### src/rtl/interrupt_io_ctrl_pkg.sv
// Shared types and defaults for the interrupt / I/O flag controller.
// State encoding doubles as the int_step value during RT0..RT2.
package interrupt_io_ctrl_pkg;

   typedef enum logic [1:0] {
      RT0  = 2'd0,
      RT1  = 2'd1,
      RT2  = 2'd2,
      IDLE = 2'd3
   } int_state_e;

   localparam int unsigned VEC_ADDR_DEFAULT = 0;

endpackage

### src/rtl/interrupt_io_ctrl_prn_handshake.sv
// Printer side: OUTR, the FGO flag, the valid/ready handshake and the
// sticky overrun flag for an OUT issued while the printer is still busy.
module interrupt_io_ctrl_prn_handshake #(
   parameter int DATA_WIDTH = 8
) (
   input  logic                  clk,
   input  logic                  rst,
   input  logic                  out_load,
   input  logic [DATA_WIDTH-1:0] ac_low,
   input  logic                  prn_ready,
   output logic [DATA_WIDTH-1:0] outr,
   output logic                  fgo,
   output logic                  prn_valid,
   output logic                  ovr_err
);

   logic [DATA_WIDTH-1:0] outr_q, outr_d;
   logic                  fgo_q, fgo_d;
   logic                  prn_valid_q, prn_valid_d;
   logic                  ovr_err_q, ovr_err_d;

   // FGO=1 implies prn_valid=0, so a load and a printer accept never collide.
   always_comb begin
      outr_d      = outr_q;
      fgo_d       = fgo_q;
      prn_valid_d = prn_valid_q;
      ovr_err_d   = ovr_err_q;
      if (out_load) begin
         if (fgo_q) begin
            outr_d      = ac_low;
            fgo_d       = 1'b0;
            prn_valid_d = 1'b1;
         end else begin
            ovr_err_d = 1'b1;
         end
      end
      if (prn_valid_q && prn_ready) begin
         prn_valid_d = 1'b0;
         fgo_d       = 1'b1;
      end
   end

   always_ff @(posedge clk or posedge rst) begin
      if (rst) begin
         outr_q      <= '0;
         fgo_q       <= 1'b1;
         prn_valid_q <= 1'b0;
         ovr_err_q   <= 1'b0;
      end else begin
         outr_q      <= outr_d;
         fgo_q       <= fgo_d;
         prn_valid_q <= prn_valid_d;
         ovr_err_q   <= ovr_err_d;
      end
   end

   assign outr      = outr_q;
   assign fgo       = fgo_q;
   assign prn_valid = prn_valid_q;
   assign ovr_err   = ovr_err_q;

endmodule

### src/rtl/interrupt_io_ctrl.sv
// I/O flags, IEN/R flip-flops and the three-step interrupt takeover
// (RT0 capture PC, RT1 store it at VEC_ADDR, RT2 load PC with VEC_ADDR+1).
module interrupt_io_ctrl
   import interrupt_io_ctrl_pkg::*;
#(
   parameter int                    DATA_WIDTH = 8,
   parameter int                    ADDR_WIDTH = 12,
   parameter logic [ADDR_WIDTH-1:0] VEC_ADDR   = ADDR_WIDTH'(VEC_ADDR_DEFAULT)
) (
   input  logic                  CLK,
   input  logic                  RST,
   input  logic                  kbd_valid,
   input  logic [DATA_WIDTH-1:0] kbd_data,
   output logic                  kbd_ready,
   output logic                  prn_valid,
   output logic [DATA_WIDTH-1:0] prn_data,
   input  logic                  prn_ready,
   input  logic                  inp_ack,
   input  logic                  out_load,
   input  logic [DATA_WIDTH-1:0] ac_low,
   input  logic                  set_ien,
   input  logic                  clr_ien,
   input  logic                  instr_boundary,
   input  logic [ADDR_WIDTH-1:0] pc_in,
   output logic [DATA_WIDTH-1:0] INPR,
   output logic                  FGI,
   output logic                  FGO,
   output logic                  IEN,
   output logic                  R,
   output logic                  int_cycle,
   output logic [1:0]            int_step,
   output logic [ADDR_WIDTH-1:0] mem_addr,
   output logic [ADDR_WIDTH-1:0] mem_wdata,
   output logic                  mem_write,
   output logic                  pc_load,
   output logic                  ovr_err
);

   int_state_e            state_q, state_d;
   logic                  fgi_q, fgi_d;
   logic                  ien_q, ien_d;
   logic                  r_q, r_d;
   logic [DATA_WIDTH-1:0] inpr_q, inpr_d;
   logic [ADDR_WIDTH-1:0] save_pc_q, save_pc_d;
   logic                  fgo;
   logic                  in_cycle;
   logic [1:0]            state_bits;

   assign in_cycle   = (state_q != IDLE);
   assign state_bits = state_q;

   interrupt_io_ctrl_prn_handshake #(
      .DATA_WIDTH (DATA_WIDTH)
   ) u_prn (
      .clk       (CLK),
      .rst       (RST),
      .out_load  (out_load),
      .ac_low    (ac_low),
      .prn_ready (prn_ready),
      .outr      (prn_data),
      .fgo       (fgo),
      .prn_valid (prn_valid),
      .ovr_err   (ovr_err)
   );

   always_comb begin
      fgi_d  = fgi_q;
      inpr_d = inpr_q;
      if (kbd_valid && !fgi_q) begin
         inpr_d = kbd_data;
         fgi_d  = 1'b1;
      end else if (inp_ack && fgi_q) begin
         fgi_d = 1'b0;
      end

      // The control unit's ION/IOF are locked out for the whole takeover.
      ien_d = ien_q;
      if (state_q == RT2) begin
         ien_d = 1'b0;
      end else if (!in_cycle) begin
         if (clr_ien) begin
            ien_d = 1'b0;
         end else if (set_ien) begin
            ien_d = 1'b1;
         end
      end

      r_d = r_q;
      if (state_q == RT2) begin
         r_d = 1'b0;
      end else if ((state_q == IDLE) && ien_q && (fgi_q || fgo)) begin
         r_d = 1'b1;
      end

      save_pc_d = (state_q == RT0) ? pc_in : save_pc_q;

      // Entry looks at the registered R, so a same-edge R set waits a boundary.
      state_d = state_q;
      unique case (state_q)
         IDLE:    if (r_q && instr_boundary) state_d = RT0;
         RT0:     state_d = RT1;
         RT1:     state_d = RT2;
         RT2:     state_d = IDLE;
         default: state_d = IDLE;
      endcase
   end

   always_ff @(posedge CLK or posedge RST) begin
      if (RST) begin
         state_q   <= IDLE;
         fgi_q     <= 1'b0;
         ien_q     <= 1'b0;
         r_q       <= 1'b0;
         inpr_q    <= '0;
         save_pc_q <= '0;
      end else begin
         state_q   <= state_d;
         fgi_q     <= fgi_d;
         ien_q     <= ien_d;
         r_q       <= r_d;
         inpr_q    <= inpr_d;
         save_pc_q <= save_pc_d;
      end
   end

   assign kbd_ready = !fgi_q;
   assign INPR      = inpr_q;
   assign FGI       = fgi_q;
   assign FGO       = fgo;
   assign IEN       = ien_q;
   assign R         = r_q;
   assign int_cycle = in_cycle;
   assign int_step  = in_cycle ? state_bits : 2'd0;
   assign mem_write = (state_q == RT1);
   assign pc_load   = (state_q == RT2);
   assign mem_addr  = mem_write ? VEC_ADDR : '0;
   assign mem_wdata = mem_write ? save_pc_q : '0;

endmodule

### config.mk
export PLATFORM = sky130hd
export DESIGN_NAME = interrupt_io_ctrl
export DESIGN_NICKNAME = d
export VERILOG_FILES = /design/src/rtl/interrupt_io_ctrl_pkg.sv /design/src/rtl/interrupt_io_ctrl_prn_handshake.sv /design/src/rtl/interrupt_io_ctrl.sv
export SDC_FILE = /design/constraint.sdc
export NUM_CORES = 1
export LEC_CHECK = 0
export ABC_AREA = 0
export CAP_MARGIN = 20
export CORE_MARGIN = 2
export CORE_UTILIZATION = 39
export CTS_CLUSTER_SIZE = 25
export DETAILED_ROUTE_END_ITERATION = 16
export GPL_TIMING_DRIVEN = 0
export PLACE_DENSITY = 0.8
export RECOVER_POWER = 25
export SKIP_CTS_REPAIR_TIMING = 1
export SLEW_MARGIN = 20
export SYNTH_ARGS = -nofsm -noshare
export SYNTH_HDL_FRONTEND = slang
export SYNTH_SLANG_ARGS = --single-unit
### constraint.sdc
create_clock -name CLK -period 2.11 [get_ports CLK]
set_clock_uncertainty 0.15 [all_clocks]
set_input_delay 0.422 -clock CLK [delete_from_list [all_inputs] [get_ports CLK]]
set_output_delay 0.422 -clock CLK [all_outputs]
set_load 0.02 [all_outputs]
# Word level (Yosys, flattened, before mapping)

Cells that the tools add are included.

Input bits: 37
Output and inout bits: 52
Register bits after elaboration: 36
Word-level logic and storage cells: 52

Equal/unequal tests: 6
Reduce and logical (&&, ||, !) cells: 18
Bitwise logic cells: 1
Muxes and demuxes: 17

Operators by type and width:

| operator                                              | number |
|---|---|
| 2-to-1 mux 1 bit                                      | 13 |
| 2-to-1 mux 12 bit                                     | 1 |
| one-hot mux 2 bit (4 select lines)                    | 1 |
| AND reduction 2 bit                                   | 4 |
| nonzero test 2 bit                                    | 4 |
| logical AND 1 bit                                     | 6 |
| equality test 2 bit, second input constant            | 2 |
| 2-to-1 mux 2 bit                                      | 2 |
| inequality test 2 bit, second input constant          | 2 |
| nonzero test 3 bit                                    | 1 |
| equality test 2 x 1 -> 1 bit, second input constant   | 1 |
| logical NOT 2 bit                                     | 1 |
| inequality test 2 x 1 -> 1 bit, second input constant | 1 |
| logical NOT 1 bit                                     | 1 |
| logical OR 1 bit                                      | 1 |
| inverter 1 bit                                        | 1 |

# Logic depth before layout (Yosys ltp)

Gate-level depths: netlist (run 1).

Word-level depth: 5
Gate-level depth with buffers: 5
Gate-level depth less buffers: 4

# Modules after synthesis

Synthesis (run 1) repeated with hierarchy kept, for this count alone.

Cells, all modules: 121
Area, all modules: 1659.1 µm²

By module, submodules not included:

| module                          | instances | area each (µm²) | cells an instance | seq. area each (µm²) |
|---|---|---|---|---|
| interrupt_io_ctrl               | 1         | 1246.2          | 95                | 628.1 |
| interrupt_io_ctrl_prn_handshake | 1         | 412.9           | 26                | 276.5 |

# Worst setup path before layout (run 1)

No wires, ideal clock.

Kind: register to output
From: register state_q[0], in the netlist state_bits[0]
To: output port mem_wdata[0]
Stages on the path, launching flop included: 4
Arrival time: 1.316 ns
Buffers on the path: 1
Slack: 0.222 ns
Data required time: 1.538 ns
Path through: dfstp_2 > ha_1 > clkbuf_1 > and2_1

Cells in the longest elaborated chain, start to end: 2

RTL lines:

| element                      | line                     | text |
|---|---|---|
| from (decl)                  | interrupt_io_ctrl.sv:39  | `int_state_e state_q, state_d;` |
| from (signal assigned)       | interrupt_io_ctrl.sv:117 | `state_q <= state_d;` |
| equality test 2 x 1 -> 1 bit | interrupt_io_ctrl.sv:134 | `assign mem_write = (state_q == RT1);` |
| net mem_write                | interrupt_io_ctrl.sv:34  | `output logic mem_write,` |
| 2-to-1 mux 12 bit            | interrupt_io_ctrl.sv:137 | `assign mem_wdata = mem_write ? save_pc_q : '0;` |
| to (decl)                    | interrupt_io_ctrl.sv:33  | `output logic [ADDR_WIDTH-1:0] mem_wdata,` |

The timed path passes the listed nets, and every way through them passes these cells.

# Worst setup path after layout (run 1)

From: register state_q[1], in the netlist state_bits[1]
To: output port mem_wdata[7]

Cells in the longest elaborated chain, start to end: 2

RTL lines:

| element                      | line |
|---|---|
| equality test 2 x 1 -> 1 bit | interrupt_io_ctrl.sv:134 |
| 2-to-1 mux 12 bit            | interrupt_io_ctrl.sv:137 |

No other way between the ends.

==> impl_metrics.env, run 1 <==
export IMPL_period_needed_ps=2105
export IMPL_ys_seq_elements=36
export IMPL_netlist_instances=120
export IMPL_finalSetupViolCount=0
export IMPL_crit_path_start_kind="flip-flop"
export IMPL_nNetsFinal=257
export IMPL_clock_root_buffer="clkbuf_8"
export IMPL_ys_top_cells_by_count="dfrtp_1 (33), mux2_2 (21), buf_4 (13)"
export IMPL_die_x_microns=69.03
export IMPL_slowest_delay_ps=570
export IMPL_drive_above_1_share_pct=31.48
export IMPL_peakVddDrop_uv=653.3
export IMPL_grt_usage_pct=14.71
export IMPL_grt_pass1_vias=1252
export IMPL_path_buf_inv=3
export IMPL_synthArstFlopShare_pct=100.0
export IMPL_synth_most_common_cell="dfrtp_1"
export IMPL_grt_pass1_wl_microns=5589
export IMPL_share_seq_of_total_power_pct=33.8
export IMPL_internal_power_mw=2.224
export IMPL_drt_initial_drc_count=47
export IMPL_switching_share_pct=34.11
export IMPL_vias_per_cell=4.395
export IMPL_path_delay_family="flip-flops"
export IMPL_cap_viol_max_count=0
export IMPL_dp_hpwl_microns=2484
export IMPL_rows=23
export IMPL_path_cells="inv_2, ha_4, buf_4, and2_1, buf_2"
export IMPL_power_total_mw=3.376
export IMPL_yosys_warnings=0
export IMPL_fin_ws_ps=4.829
export IMPL_synth_seq_area_share_pct=54.86
export IMPL_grt_max_degree=37
export IMPL_die_h_microns=69.03
export IMPL_core_area_sq_um=4029
export IMPL_cts_buffer_depth=2
export IMPL_worstSetupPathType="reg -> out"
export IMPL_hold_class="reg -> reg"
export IMPL_path_clk_slew_ps=70
export IMPL_finalMaxSlewViolations=0
export IMPL_hold_viol=0
export IMPL_comb_power_share_pct=49.0
export IMPL_rsz0062_at_grt="yes"
export IMPL_io_pins=89
export IMPL_yosys_most_used_dff="dfrtp_1"
export IMPL_synth_area_sq_um=1649
export IMPL_path_max_fanout=10
export IMPL_crit_path_top_delay_cell="dfstp_2"
export IMPL_finalCritPeriodShare_pct=99.77
export IMPL_cts_tree="yes"
export IMPL_synth_top_cell_by_area="dfrtp_1"
export IMPL_pre_cts_ws_ps=-336.5
export IMPL_final_area_sq_um=2603
export IMPL_grt_ovfl_total=0
export IMPL_syn_area_per_cell_sq_um=13.74
export IMPL_crit_required_ps=1540
export IMPL_ys_top_cells_by_area="dfrtp_1 (50%), mux2_2 (14%), mux2_4 (7.3%), buf_4 (5.9%), dfstp_2 (4.8%)"
export IMPL_routed_wl_microns=3360
export IMPL_antenna_cells=0
export IMPL_status="complete, no violations"
export IMPL_power_density_nw_per_um2=1297
export IMPL_power_leakage_nw=1.272
export IMPL_clock_latency_ps=280
export IMPL_first_pass_iters=2
export IMPL_placed_cell_area_sq_um=2514
export IMPL_cp_arrival_ps=1530
export IMPL_drc=0
export IMPL_io_buffer_count=76
export IMPL_die_area_sq_um=4764
export IMPL_synth_edf_count=0
export IMPL_clock_power_share_pct=17.2
export IMPL_cp_end_kind="output pin"
export IMPL_wl_per_cell_microns=12.63
export IMPL_vias=1169
export IMPL_tightest_slew_ps=1361
export IMPL_synth_distinct_cells=23
export IMPL_fmax_mhz=475.0
export IMPL_antenna_found_initial=0
export IMPL_final_core_util_pct=64.60
export IMPL_htreeDepth=2
export IMPL_tns_ps=0
export IMPL_maxSlewHeadroom_pct=9.175
export IMPL_ant_nets=0
export IMPL_start_util_pct=40.93
export IMPL_power_switching_mw=1.152
export IMPL_cts_sinks=36
export IMPL_synthDominantCellAreaShare_pct=50.08
export IMPL_cts_made_buffers=5
export IMPL_area_growth_pct=57.82
export IMPL_gp_congestion=0.7412
[power groups by stage]
stage                     clock network [mW]  registers [mW]  logic [mW]
final                                  0.580            1.14        1.65
after detailed placement                   0            1.15        1.72
after global routing                   0.641            1.18        1.78
after global placement                     0            1.14        1.70
after floorplan                            0            1.29       0.845
after CTS                              0.605            1.14        1.73
[state kept, by name (all words and copies together) (netlist names)]
name             flops
u_prn.ovr_err        1
u_prn.prn_valid      1
save_pc_q           12
INPR                 8
R                    1
u_prn.fgo            1
state_bits           2
FGI                  1
IEN                  1
u_prn.outr           8
[cell usage in the layout, fill, tap and decap left out, types with 2 or more instances in the layout]
master and n:
conb_1 12, clkbuf_2 3, dfstp_2 3, clkdlybuf4s50_1 59, clkbuf_1 2, dfrtp_1 33
clkbuf_8 5, buf_4 15, inv_1 6, buf_2 7, mux2_2 21, ha_1 4
nand2_1 2, a21oi_1 2, mux2i_1 2, and2_1 12, dlymetal6s2s_1 7, mux2_4 8
[kinds of logic after synthesis]
logic type | Yosys count | share of synthesized area, %
flops | 36 | 54.86
mux | 31 | 22.84
buf+inv | 23 | 9.104
simple gates | 16 | 5.766
compound gates | 8 | 3.415
fa+ha+maj | 5 | 3.794
other cells | 1 | 0.2274
[area by class of cell]
cell class / instances / area (sq um)
clock inverter: 2 / 35.03
multi-input combinational: 72 / 645.6
clock buffer: 6 / 72.57
inverter: 7 / 26.28
timing repair buffer: 77 / 735.7
tap: 50 / 62.56
fill: 339 / 1426
buffer: 16 / 120.1
sequential: 36 / 904.6
[layer usage]
| metal | GRT usage (%) | vias up | wire length (microns) |
|---|---|---|---|
| met1 | 16.21 | 538 | 1330 |
| met3 | 9.795 | 4 | 517 |
| li1 | - | 558 | - |
| met4 | 4.575 | 0 | 37 |
| met2 | 22.97 | 69 | 1474 |
| met5 | 0 | - | 0 |
[worst paths after layout]
check	startpoint	slack [ps]	depth (start not counted)	to
setup / recovery	state_bits[1]	5	5	mem_wdata[7]
hold / removal	u_prn.ovr_err	320	1	u_prn.ovr_err
setup reg to reg	state_bits[0]	450	4	save_pc_q[4]
hold reg to reg	u_prn.ovr_err	320	1	u_prn.ovr_err
max in group asynchronous	RST	330	2	save_pc_q[3]
min in group asynchronous	RST	680	2	u_prn.outr[5]
[stage by stage]
step / hold slack (ps) / cells
floorplan: 322.0 / 131
global placement: 300.4 / 257
detailed placement: 296.7 / 257
CTS: 322.0 / 265
global route: 348.2 / 266
finish: 316.5 / 266
No activity file was read; power rests on OpenSTA's default activity.
==> inputs of run 2 (changes only) <==
--- a/constraint.sdc
+++ b/constraint.sdc
@@ -4,2 +4,2 @@
 set_output_delay 0.422 -clock CLK [all_outputs]
-set_load 0.02 [all_outputs]
+set_load 0.1 [all_outputs]
==> run 2 against run 1 <==
- the run now ends with setup timing left
- wire length increased by 11%
- worst setup slack got worse by 180 ps
- global-route usage increased by 0.92 points
- non-clock buffer count increased by 3
- fmax decreased by 7.8%
- count of clock-buffer cells in the layout increased by 1
- die area unchanged
- critical endpoint is now mem_wdata[1]
==> impl_metrics.env, run 2 (synthesis results as in run 1) <==
export IMPL_rows=23
export IMPL_hold_class="reg -> reg"
export IMPL_cp_arrival_ps=1710
export IMPL_htreeDepth=2
export IMPL_path_cells="inv_2, ha_4, buf_6, buf_6, buf_6, and2_4, buf_12"
export IMPL_die_x_microns=69.03
export IMPL_cts_tree="yes"
export IMPL_path_delay_family="flip-flops"
export IMPL_cts_made_buffers=5
export IMPL_worst_path_most_repeated_cell="buf_6"
export IMPL_clock_latency_ps=280
export IMPL_drc=0
export IMPL_dp_hpwl_microns=2738
export IMPL_cap_viol_max_count=0
export IMPL_io_buffer_count=76
export IMPL_antenna_cells=0
export IMPL_crit_path_start_kind="flip-flop"
export IMPL_crit_path_top_delay_cell="dfstp_2"
export IMPL_path_buf_inv=5
export IMPL_max_flop_register="save_pc_q"
export IMPL_first_pass_iters=4
export IMPL_start_util_pct=40.93
export IMPL_period_needed_ps=2284
export IMPL_gp_congestion=0.7905
export IMPL_nNetsFinal=260
export IMPL_largest_register_ffs=12
export IMPL_fmax_mhz=437.8
export IMPL_core_area_sq_um=4029
export IMPL_antenna_found_initial=0
export IMPL_grt_usage_pct=15.62
export IMPL_drive_above_1_share_pct=42.01
export IMPL_path_max_fanout=6
export IMPL_wl_per_cell_microns=13.82
export IMPL_vias=1195
export IMPL_final_common_cell="clkdlybuf4s50_1"
export IMPL_ant_nets=0
export IMPL_path_clk_slew_ps=70
export IMPL_cts_buffer_depth=2
export IMPL_clock_root_buffer="clkbuf_8"
export IMPL_hold_viol=0
export IMPL_final_core_util_pct=69.57
export IMPL_final_cell_mix="clkdlybuf4s50_1 (35), dfrtp_1 (32), mux2_2 (21), dlymetal6s2s_1 (21), buf_4 (15)"
export IMPL_drt_initial_drc_count=32
export IMPL_cp_end_kind="output pin"
export IMPL_crit_required_ps=1540
export IMPL_status="finished with violations"
export IMPL_rsz0062_at_grt="yes"
export IMPL_area_growth_pct=69.95
export IMPL_routed_wl_microns=3717
export IMPL_die_area_sq_um=4764
export IMPL_finalMaxSlewViolations=0
export IMPL_maxSlewHeadroom_pct=12.64
export IMPL_cts_sinks=36
export IMPL_grt_pass1_vias=1263
export IMPL_grt_ovfl_total=0
export IMPL_fin_ws_ps=-174.4
export IMPL_die_h_microns=69.03
export IMPL_slowest_delay_ps=570
export IMPL_io_pins=89
export IMPL_grt_max_degree=37
export IMPL_finalCritPeriodShare_pct=108.3
export IMPL_tightest_slew_ps=1309
export IMPL_grt_pass1_wl_microns=5823
export IMPL_finalSetupViolCount=5
export IMPL_vias_per_cell=4.442
export IMPL_worstSetupPathType="reg -> out"
export IMPL_violations="setup timing"
==> run 2: layer usage <==
metal	part of all wire (%)	GRT usage, %	wire length, microns	vias to the layer above
li1	-	-	-	566
met4	0.67	5.882	25	0
met2	52	26.50	1941	63
met5	0	0	0	-
met3	11	7.456	403	2
met1	36	16.84	1347	564
==> run 2: layout make-up <==
type	count	area (sq um)
timing repair buffer	80	927.1
fill	295	1226
clock inverter	1	5.005
multi-input combinational	72	671.9
buffer	16	123.9
clock buffer	7	76.32
inverter	7	30.03
sequential	36	905.9
tap	50	62.56
==> run 2: worst reg2reg max path, delay by kind of cell, from the launching register on <==
family / cells / cell delay (ps)
DFF: 1 / 570
buffers and inverters: 3 / 360
adders and majority gates: 1 / 240
muxes: 1 / 280
==> run 2: path summary, 6_finish.rpt <==
kind,start,end,slack [ps],cells past startpoint
max,state_bits[1],mem_wdata[1],-170,7
min in group asynchronous,RST,u_prn.outr[0],800,2
max in group asynchronous,RST,FGI,140,2
max reg2reg,state_bits[1],save_pc_q[0],390,5
min reg2reg,u_prn.ovr_err,u_prn.ovr_err,300,1
min,u_prn.ovr_err,u_prn.ovr_err,300,1
==> run 2: stage by stage <==
step	area (sq um)	hold WS (ps)	setup TNS, ps	std cells	worst slack (ps)
after CTS	2628	313.1	-22280	265	-1132
after floorplan	1723	321.9	-849.1	131	-86.78
final	2803	304.2	-573.8	269	-174.4
after global routing	2803	327.5	-4109	269	-237.9
after global placement	2546	287.2	-10240	257	-746.5
after detailed placement	2546	297.6	-10790	257	-802.5
Power of run 2 is left out: the tool's default activity adds up to more than one toggle a clock period on the data nets, which glitch-free logic cannot reach.
